--- src/rtl/pipelined_adder.sv ---
// pipelined_adder: STAGES-deep chunked ripple add/sub with skewed operands, deskewed result and NZCV flags
module pipelined_adder #(
  parameter int WIDTH = 64,
  parameter int STAGES = 4
) (
  input  logic             clk,
  input  logic             reset_n,
  input  logic             in_valid,
  output logic             in_ready,
  input  logic [WIDTH-1:0] a,
  input  logic [WIDTH-1:0] b,
  input  logic             sub,
  input  logic             cin,
  output logic             out_valid,
  input  logic             out_ready,
  output logic [WIDTH-1:0] result,
  output logic             flag_n,
  output logic             flag_z,
  output logic             flag_c,
  output logic             flag_v
);
  localparam int CW = WIDTH / STAGES;
  logic              adv;
  logic [STAGES-1:0] vld, cq, ci, vi;
  logic [WIDTH-1:0]  aq [STAGES];
  logic [WIDTH-1:0]  bq [STAGES];
  logic [WIDTH-1:0]  rq [STAGES];
  logic [WIDTH-1:0]  ai [STAGES];
  logic [WIDTH-1:0]  bi [STAGES];
  logic [WIDTH-1:0]  ri [STAGES];
  logic [WIDTH-1:0]  rn [STAGES];
  logic [CW:0]       ch [STAGES];
  logic [CW-1:0]     s  [STAGES];
  assign adv       = ~vld[STAGES-1] | out_ready;
  assign in_ready  = ~reset_n | adv;
  assign out_valid = vld[STAGES-1];
  assign result    = rq[STAGES-1];
  assign flag_c    = cq[STAGES-1];
  for (genvar k = 0; k < STAGES; k++) begin : g_stage
    if (k == 0) begin : g_first
      assign ai[k] = a;
      assign bi[k] = sub ? ~b : b;
      assign ci[k] = sub | cin;
      assign vi[k] = in_valid;
      assign ri[k] = '0;
    end else begin : g_next
      // operands travel whole so chunk k reaches its adder k cycles late
      assign ai[k] = aq[k-1];
      assign bi[k] = bq[k-1];
      assign ci[k] = cq[k-1];
      assign vi[k] = vld[k-1];
      assign ri[k] = rq[k-1];
    end
    assign ch[k][0] = ci[k];
    for (genvar i = 0; i < CW; i++) begin : g_fa
      assign s[k][i]    = ai[k][k*CW+i] ^ bi[k][k*CW+i] ^ ch[k][i];
      assign ch[k][i+1] = (ai[k][k*CW+i] & bi[k][k*CW+i]) | (ch[k][i] & (ai[k][k*CW+i] ^ bi[k][k*CW+i]));
    end
    assign rn[k] = (ri[k] & ~(WIDTH'({CW{1'b1}}) << (k*CW))) | (WIDTH'(s[k]) << (k*CW));
  end
  always_ff @(posedge clk)
    if (!reset_n) begin
      vld    <= '0;
      cq     <= '0;
      flag_n <= 1'b0;
      flag_z <= 1'b0;
      flag_v <= 1'b0;
      for (int k = 0; k < STAGES; k++) begin
        aq[k] <= '0;
        bq[k] <= '0;
        rq[k] <= '0;
      end
    end else if (adv) begin
      vld <= vi;
      for (int k = 0; k < STAGES; k++)
        if (vi[k]) begin
          aq[k] <= ai[k];
          bq[k] <= bi[k];
          rq[k] <= rn[k];
          cq[k] <= ch[k][CW];
        end
      if (vi[STAGES-1]) begin
        flag_n <= rn[STAGES-1][WIDTH-1];
        flag_z <= ~|rn[STAGES-1];
        flag_v <= ch[STAGES-1][CW] ^ ch[STAGES-1][CW-1];
      end
    end
endmodule

--- config.mk ---
export PLATFORM = sky130hd
export DESIGN_NAME = pipelined_adder
export DESIGN_NICKNAME = d
export VERILOG_FILES = /design/src/rtl/pipelined_adder.sv
export SDC_FILE = /design/constraint.sdc
export NUM_CORES = 1
export LEC_CHECK = 0
export BUFFER_PORTS_ARGS = -buffer_cell sky130_fd_sc_hd__clkbuf_2
export CAP_MARGIN = 20
export CORE_ASPECT_RATIO = 1.2
export CORE_MARGIN = 4
export CORE_UTILIZATION = 62
export CTS_CLUSTER_SIZE = 12
export DETAILED_ROUTE_END_ITERATION = 7
export GPL_TIMING_DRIVEN = 0
export PLACE_DENSITY = 0.85
export SLEW_MARGIN = 10
export SYNTH_ARGS = -nofsm -noshare
export SYNTH_HDL_FRONTEND = slang
export SYNTH_SLANG_ARGS = --single-unit
export TNS_END_PERCENT = 10
--- constraint.sdc ---
create_clock -name clk -period 11.4 [get_ports clk]
set_clock_uncertainty 0.15 [all_clocks]
set_input_delay 0.57 -clock clk [delete_from_list [all_inputs] [get_ports clk]]
set_output_delay 0.57 -clock clk [all_outputs]
set_load 0.1 [all_outputs]
==> out/results.ini <==
[status]
outcome=completed

[yosys]
yosys.cell_types.count=32
syn_inst=982
ys_ff_latch=363
synth_top_area_cell=edfxtp_1
synth-xor-area-share_pct=3.675
synthSimpleGateAreaFrac_pct=15.32
syn_nets=1180
synthMuxAreaShare_pct=0
synth-compound-area-share_pct=0.4523
yosysSeqAreaShare_pct=69.66
yosysTopAreaCellShare_pct=68.24
synth_area_mm2=0.01549
yosysWarnings=0
synth_area_leaders=edfxtp_1, and2_1, fa_1
synth_top_family_by_area=simple AND/OR/NAND/NOR gates
avgSynthCellArea_um2=15.77
synthAdderAreaFrac_pct=8.271

[place]
place_congestion=0.8775
dp_hpwl_um=19960
dp.cells=1513
io_buffers=202

[drt]
drt_wl_total_um=26760
wl_per_cell_um=16.97
drc=0
dr.pass1.iters=5
ant_nets=0
vias=7804
drtIter0Drc=432
via_per_inst=4.949

[global_route]
grt_max_degree=67
track_usage_pct=19.67
grt_pass1_vias=8087
antenna_found_initial=0
globalRoute.busiestLayer=met2
grt.met1_usage_pct=26.14
grt-ovfl-total=0
use_met2_pct=32.97
met3_usage_pct=4.025
grt_pass1_wl_um=42520

[timing]
slew_violations=0
period_needed_ns=7.921
timing.fmax_mhz=126.2
worst_hold_slack_ns=0.1859
setup_tns_ns=0
final-setup-viol-count=0
slew_headroom_pct=26.11
finalHoldViolCount=0
max_slew.worst_pin.slew_ns=1.098
grt_setup_unrepaired=false
finalCritPeriodShare_pct=69.48

[layout]
stdcell_count=1577
drive_gt1_share_pct=25.24
nNetsFinal=1424
area_delta_synth_final_pct=16.58
finish.utilization_pct=73.19
n_antenna_cell=0

[clock_network]
postCtsHoldBufs=0
clk_pin_slew_ns=0.06
clkLatencyLatePin_ns=0.52
clock-root-buffer=clkbuf_16
clock_sinks=363
post_cts_resized=0
cts_tree=built
cts_buffers=36
max-clock-path-buffers=3
h-tree-depth=2
cts_setup_buffers=0

[critical_path]
cp-endpoint=rq[0][15]
cp_data_required_time_ns=11.50
worstSetupPathType=in -> reg
r2r_start=aq[0][176]
max_stage_delay_ns=0.44
rrSetupSlack_ns=3.58
crit_start=sub
worst_ep_arrival_time_ns=8.03
cp-start-kind=primary input
ff2ff_path_depth=22
cp_max_fo=10
endpoint_kind=flop
r2r-end=flag_z
critical_path.top_delay_family=adder cells
cp_common_cell=fa_1
slowest_stage=fa_1
cp.depth=23
crit_path_cell_trace=buf_2 -> buf_2 -> nor2_1 -> fa_1 -> fa_1 -> fa_1 -> fa_1 -> fa_1 -> fa_1 -> inv_1 -> fa_1 -> inv_1 -> fa_1 -> fa_1 -> fa_1 -> fa_1 -> fa_1 -> fa_1 -> fa_1 -> inv_1 -> fa_1 -> fa_1 -> and2_1
cp_num_buf_inv=5

[floorplanning]
num_rows=63
die-area_mm2=0.02759
start_util_pct=62.78
fp.coreArea_mm2=0.02467
die_w_um=152.3
num_io_pins=204
die-height_um=181.2

[job]
maxCapViolations=0

[pwr]
p_leak_nw=7.364
ir_worst_vdd_v=0.0001037
power.density_mw_per_mm2=162.8

[worst_hold_path]
min-delay-path-class=in -> reg
hp-start=a[41]

==> routing by layer <==
| metal | vias to the layer above | part of all wire, % | wire [um] |
|---|---|---|---|
| met5 | - | 0 | 0 |
| met4 | 0 | 3.0 | 792 |
| met3 | 55 | 6.4 | 1720 |
| met2 | 258 | 50 | 13350 |
| met1 | 3673 | 41 | 10900 |
| li1 | 3818 | - | - |
==> synth_stat cells <==
cell and instances:
edfxtp_1 352, and2_1 258, nor2_1 66, fa_1 64, xnor2_1 61, inv_1 36, and2_4 20, buf_2 18
nor4_1 16, clkbuf_1 15, nand2_1 12, dfxtp_1 11, and2_2 9, clkbuf_2 6, nand4_1 4, xor2_1 4
a22o_1 3, and3_4 3, buf_6 3, buf_8 3, nand3_1 3, o21ai_0 3, a21boi_0 2, buf_4 2
a21o_1 1, and2b_2 1, and3_1 1, nand2_2 1, nand2b_4 1, nor2b_1 1, nor4b_1 1, o22ai_1 1
==> area by class of cell <==
type	instances	area (um2)
plain buffers	47	270.3
clock buffers	62	1008
clock inverters	2	25.02
fillers	1499	6614
inverters	36	135.1
multi-input cells	536	4317
flip-flops and latches	363	10790
well taps	325	406.6
repair buffers	206	1106
==> cells in the final DEF, fill, tap and decap left out, drive strengths merged <==
cell type and n:
xnor2 61, nor4 16, dfxtp 11, clkinv 1, buf 30, a21o 1, nor2 66, o21ai 3
edfxtp 352, and3 4, a22o 3, inv 37, nand2b 1, and2 287, nor2b 1, xor2 4
clkbuf 285, a21boi 2, fa 64, nand4 4, nand2 13, and2b 1, nor4b 1, o22ai 1
nand3 3
==> stage by stage <==
step | worst slack (ns) | power (mW) | instance area, um2
after global placement | 3.056 | 1.911 | 16910
after CTS | 3.434 | 2.963 | 18060
after global routing | 3.168 | 3.052 | 18060
after detailed placement | 2.902 | 1.922 | 17030
after floorplan | 3.439 | 1.822 | 15490
final | 3.479 | 2.940 | 18060
==> registers in the layout (all words and copies together) (netlist names) <==
register / flops
rq: 160
aq: 96
bq: 96
cq: 4
vld: 4
flag_n: 1
flag_v: 1
flag_z: 1
==> power by group <==
part	total, mW	switching (mW)	internal (mW)
combinational	0.305	0.207	0.0982
clock	1.05	0.446	0.601
sequential	1.59	0.0325	1.56
==> worst min path at each step <==
stage	cells after the start	end	slack, ns
2_1_floorplan	2	vld[0]	0.31
3_3_place_gp	1	flag_n	0.29
3_5_place_dp	1	flag_n	0.30
4_1_cts	2	aq[0][41]	0.17
5_1_grt	2	aq[0][41]	0.17
6_report	2	aq[0][41]	0.19
==> cell families after synthesis <==
kind of cell / count (synthesis)
buf+inv: 83
compound gates: 10
simple gates: 397
flops: 363
fa+ha+maj: 64
xor+xnor: 65
(Power assumes the default switching activity.)
